## src/rtl/seq_axargmax_pkg.sv

```systemverilog
// Shared types and helpers for the streaming approximate argmax.
package axargmax_pkg;

    typedef enum logic [1:0] {
        IDLE,
        ACCUM,
        HOLD
    } state_t;

    localparam logic [15:0] CMP_MASK_DEFAULT = 16'h1000;

    function automatic int unsigned clog2(input int unsigned n);
        int unsigned r;
        r = 0;
        for (int unsigned v = n - 1; v > 0; v = v >> 1) begin
            r++;
        end
        return r;
    endfunction

endpackage

```

## src/rtl/seq_axargmax_cmp.sv

```systemverilog
// Strict greater-than on score keys; keys are optionally masked down to the approximate bits.
module argmax_cmp
    import axargmax_pkg::*;
#(
    parameter int unsigned      WIDTH    = 16,
    parameter logic [WIDTH-1:0] CMP_MASK = WIDTH'(CMP_MASK_DEFAULT)
) (
    input  logic             mode,
    input  logic [WIDTH-1:0] a,
    input  logic [WIDTH-1:0] b,
    output logic             a_gt_b
);

    logic [WIDTH-1:0] key_a;
    logic [WIDTH-1:0] key_b;

    always_comb begin
        key_a  = mode ? (a & CMP_MASK) : a;
        key_b  = mode ? (b & CMP_MASK) : b;
        a_gt_b = key_a > key_b;
    end

endmodule

```

## src/rtl/seq_axargmax.sv

```systemverilog
// Streaming argmax: one score per beat, one (index, value, error) result per frame.
module seq_axargmax
    import axargmax_pkg::*;
#(
    parameter int unsigned      NUM_CLASSES = 3,
    parameter int unsigned      WIDTH       = 16,
    parameter int unsigned      IDX_W       = clog2(NUM_CLASSES),
    parameter logic [WIDTH-1:0] CMP_MASK    = WIDTH'(CMP_MASK_DEFAULT)
) (
    input  logic             clk,
    input  logic             rst,
    input  logic             approx_en,
    input  logic             in_valid,
    output logic             in_ready,
    input  logic [WIDTH-1:0] in_data,
    input  logic             in_last,
    output logic             out_valid,
    input  logic             out_ready,
    output logic [IDX_W-1:0] out_idx,
    output logic [WIDTH-1:0] out_val,
    output logic             out_err
);

    // One extra bit so the beat count can reach NUM_CLASSES without wrapping.
    localparam int unsigned CNT_W = IDX_W + 1;

    state_t           state_q;
    logic             in_ready_q;
    logic             out_valid_q;
    logic             out_err_q;
    logic             mode_q;
    logic [IDX_W-1:0] best_idx_q;
    logic [WIDTH-1:0] best_val_q;
    logic [CNT_W-1:0] cnt_q;

    logic             accept;
    logic             frame_end;
    logic             frame_err;
    logic             new_gt;
    logic [CNT_W-1:0] cnt_inc;

    argmax_cmp #(
        .WIDTH    (WIDTH),
        .CMP_MASK (CMP_MASK)
    ) u_cmp (
        .mode   (mode_q),
        .a      (in_data),
        .b      (best_val_q),
        .a_gt_b (new_gt)
    );

    // cnt_q is the index of the beat being presented (0 while IDLE).
    always_comb begin
        accept    = in_valid && in_ready_q;
        cnt_inc   = cnt_q + CNT_W'(1);
        frame_end = in_last || (cnt_q == CNT_W'(NUM_CLASSES - 1));
        frame_err = !in_last || (cnt_inc < CNT_W'(NUM_CLASSES));
    end

    always_ff @(posedge clk) begin
        if (rst) begin
            state_q     <= IDLE;
            in_ready_q  <= 1'b0;
            out_valid_q <= 1'b0;
            out_err_q   <= 1'b0;
            mode_q      <= 1'b0;
            best_idx_q  <= '0;
            best_val_q  <= '0;
            cnt_q       <= '0;
        end else begin
            in_ready_q <= 1'b1;
            case (state_q)
                IDLE: begin
                    if (accept) begin
                        best_val_q <= in_data;
                        best_idx_q <= '0;
                        cnt_q      <= cnt_inc;
                        mode_q     <= approx_en;
                        if (frame_end) begin
                            state_q     <= HOLD;
                            in_ready_q  <= 1'b0;
                            out_valid_q <= 1'b1;
                            out_err_q   <= frame_err;
                        end else begin
                            state_q <= ACCUM;
                        end
                    end
                end
                ACCUM: begin
                    if (accept) begin
                        if (new_gt) begin
                            best_val_q <= in_data;
                            best_idx_q <= IDX_W'(cnt_q);
                        end
                        cnt_q <= cnt_inc;
                        if (frame_end) begin
                            state_q     <= HOLD;
                            in_ready_q  <= 1'b0;
                            out_valid_q <= 1'b1;
                            out_err_q   <= frame_err;
                        end
                    end
                end
                HOLD: begin
                    // Ready reopens the cycle after the result handshake.
                    in_ready_q <= out_ready;
                    if (out_ready) begin
                        state_q     <= IDLE;
                        out_valid_q <= 1'b0;
                        out_err_q   <= 1'b0;
                        cnt_q       <= '0;
                    end
                end
                default: begin
                    state_q <= IDLE;
                end
            endcase
        end
    end

    assign in_ready  = in_ready_q;
    assign out_valid = out_valid_q;
    assign out_idx   = best_idx_q;
    assign out_val   = best_val_q;
    assign out_err   = out_err_q;

endmodule

```

## config.mk

```make
export PLATFORM = sky130hd
export DESIGN_NAME = seq_axargmax
export DESIGN_NICKNAME = d
export VERILOG_FILES = /design/src/rtl/seq_axargmax_pkg.sv /design/src/rtl/seq_axargmax_cmp.sv /design/src/rtl/seq_axargmax.sv
export SDC_FILE = /design/constraint.sdc
export NUM_CORES = 1
export LEC_CHECK = 0
export BUFFER_PORTS_ARGS = -buffer_cell sky130_fd_sc_hd__buf_4
export CAP_MARGIN = 40
export CORE_ASPECT_RATIO = 0.7
export CORE_MARGIN = 5
export CORE_UTILIZATION = 47
export DETAILED_ROUTE_END_ITERATION = 7
export HOLD_SLACK_MARGIN = 0.15
export PLACE_DENSITY = 0.8
export SYNTH_ARGS = -nofsm -noshare
export SYNTH_HDL_FRONTEND = slang
export SYNTH_SLANG_ARGS = --single-unit
```

## constraint.sdc

```tcl
create_clock -name clk -period 2.2 [get_ports clk]
set_input_delay 0.33 -clock clk [delete_from_list [all_inputs] [get_ports clk]]
set_output_delay 0.33 -clock clk [all_outputs]
set_load 0.005 [all_outputs]
```

==> results.yml <==
logic_synthesis:
  avgSynthCellArea_sq_um: 9.14
  post-synth-top-count-cell: "dfxtp_1"
  async_flop_share_pct: 0
  synthesis.nets: 211
  yosysTopAreaCell: "dfxtp_1"
  synth_edf_count: 0
  synth.area.top_cells: "dfxtp_1 35%, ha_1 14%, a22o_1 9.0%"
  yosysWarnings: 0
  ys_types: 35
  synth_common_cells: "27 x dfxtp_1, 18 x ha_1, 17 x nor2b_1, 16 x a22o_1, 16 x nand2b_1"
  syn_area_sq_um: 1560
  yosysSeqAreaShare_pct: 34.6
  synthFlopType: "dfxtp_1"
  synthCells: 171
  netlist.area_leader.share_pct: 34.6
  ys_ff_latch: 27
setup_path:
  cp_max_fo: 14
  crit_arrival_ns: 2.69
  worstSetupPathType: "flip-flop to flip-flop"
  cpPeakStageDelay_ns: 0.37
  cp_cell_sequence: "buf_6, nand2b_1, ha_4, nand2_2, nor4_4, a21bo_1, and3_4, nor3_4, buf_6, a22o_1"
  path_delay_family: "simple AND/OR/NAND/NOR gates"
  critical_path_buf_inv_count: 2
  end_kind: "flip-flop"
  critical_path_required_ns: 2.42
  start_kind: "flip-flop"
  crit_top_cell: "buf_6"
  cp_slowest_cell: "dfxtp_4"
routing:
  via_per_inst: 5.72
  num_vias: 1597
  met2_length_mm: 2.60
  dr.first_iter.drc_count: 79
  met3WireLength_um: 250
  ant_nets: 0
  wl_per_cell_um: 18.1
  drcViolationCount: 0
  wl_mm: 5.06
  first_pass_iters: 4
  drt-met1-wl_mm: 2.04
  routed.top_layer: "met4"
sta:
  drv_slew: 0
  finalWorstSetupSlack_ns: -0.276
  fin_crit_ns: 2.48
  skew_ns: 0.00848
  maxClockFrequency_mhz: 404
  whs_ns: 0.254
  worstMarginPinSlew_ns: 0.319
  hold_viol_final: 0
  setup_viol_count_final: 18
  slew_headroom_pct: 78.7
  grt_setup_unrepaired: "true"
  timing.final.crit_share_pct: 113
clock_network:
  clkTransAtPathRegs_ns: 0.09
  htreeDepth: 1
  clk_path_buf_depth: 2
  insertion_delay_ns: 0.28
  hold_buffers: 0
  cts-root-buf: "clkbuf_8"
  clock-sinks: 27
  cts_buffers: 3
  cts_tree: "yes"
place:
  dp_cells: 259
  place_area_sq_um: 2060
  place.gp.congestion: 0.811
  portBuffers: 42
  place_hpwl_mm: 2.96
floorplan:
  ios: 43
  core_area_sq_um: 3170
  die_y_um: 58.2
  die_area_sq_um: 4600
  die_w_um: 78.9
  start_util_pct: 49.3
  fp-row-count: 17
power_and_ir_drop:
  powerDensity_nw_per_um2: 495
  max-vdd-ir-drop_v: 0.000367
  power.leakage_nw: 1.04
  totalPowerFinal_mw: 1.22
status:
  status: "complete, but fails checks"
  violations: "negative setup slack"
final_layout:
  areaGrowthSynthToFinish_pct: 57.2
  antenna-diode-count: 0
  post-route-cell-area_sq_um: 2460
  stdcell_count: 279
  final.fill_count: 202
  final_net_count: 282
  drive_above_1_share_pct: 46.9
  final_core_util_pct: 77.5
global_route:
  first_global_vias: 1619
  grt_max_degree: 15
  antenna_found_initial: 0
  overflow: 0
  grt_pass1_wl_mm: 7.71
  grt_util_all_layers_pct: 21.7
flow_run:
  cap_violations: 0
worst_hold_path:
  hold_class: "primary input to flip-flop"
## sequential cells by signal (all words and copies together), names as in the netlist
name       flops
mode_q         1
out_valid      1
state_q        2
out_idx        2
cnt_q          3
out_err        1
in_ready       1
out_val       16
## routing by layer
| layer | global-route usage, % | up-vias |
|---|---|---|
| li1 | - | 755 |
| met1 | 24.5 | 766 |
| met2 | 39.9 | 57 |
| met3 | 5.12 | 19 |
| met4 | 8.33 | 0 |
| met5 | 0 | - |
## cell usage in the layout (no fill, tap or decap), types with 2 or more instances in the layout
cell / synthesis / layout
a21oi_1: 15 / 12
nor3_1: 3 / 2
buf_4: 1 / 64
a21oi_2: 1 / 3
buf_6: 1 / 6
o21ai_2: 0 / 2
dfxtp_1: 27 / 26
nor2b_2: 0 / 3
nand4_1: 4 / 4
nand2_1: 9 / 7
buf_12: 0 / 2
ha_1: 18 / 10
a22o_1: 16 / 16
nor2b_1: 17 / 14
nand2b_1: 16 / 10
inv_1: 3 / 3
nand2_2: 0 / 2
o21ai_0: 6 / 4
clkbuf_8: 0 / 3
ha_4: 0 / 8
nand2b_4: 0 / 6
nor2_1: 8 / 8
## through the flow
stage	setup TNS, ns	setup slack [ns]
3_5_place_dp	-9.18	-0.570
3_3_place_gp	-7.14	-0.444
6_report	-4.57	-0.276
5_1_grt	-6.12	-0.358
4_1_cts	-2.49	-0.167
2_1_floorplan	-0.0599	-0.00599
## path summary, 6_finish.rpt
path,startpoint,to,slack [ns],cells past startpoint
worst min register to register,out_idx[0],out_idx[0],0.47,2
worst min-delay path,in_last,out_err,0.25,2
worst max-delay path,mode_q,out_val[9],-0.28,10
worst max register to register,mode_q,out_val[9],-0.28,10
## power by group
group          internal, mW  switching, mW
sequential            0.512         0.0257
clock                 0.130          0.156
combinational         0.217          0.175
## what timing repair did
| action | 4_1_cts | 5_1_grt |
|---|---|---|
| gates resized for setup | 27 | 10 |
| setup buffers | 12 | 5 |
| setup endpoints to repair | 18 | 18 |
| pin swaps | 11 | 6 |
## cell families after synthesis
group	after synthesis	share of synthesized area, %
compound gates	45	20.0
buf+inv	10	3.12
flops	27	34.6
simple gates	69	26.7
fa+ha+maj	18	14.4
xor+xnor	1	0.561
mux	1	0.641
## final cells by class
| cell class | instances | area, sq um | share of cell area (%) |
|---|---|---|---|
| Clock buffer | 4 | 45.0 | 1.83 |
| Inverter | 3 | 11.3 | 0.458 |
| Multi-Input combinational cell | 134 | 1200 | 49.1 |
| Sequential cell | 27 | 544 | 22.2 |
| Tap cell | 38 | 47.5 | 1.94 |
| Timing Repair Buffer | 73 | 603 | 24.6 |
No activity file was read; power rests on OpenSTA's default activity.
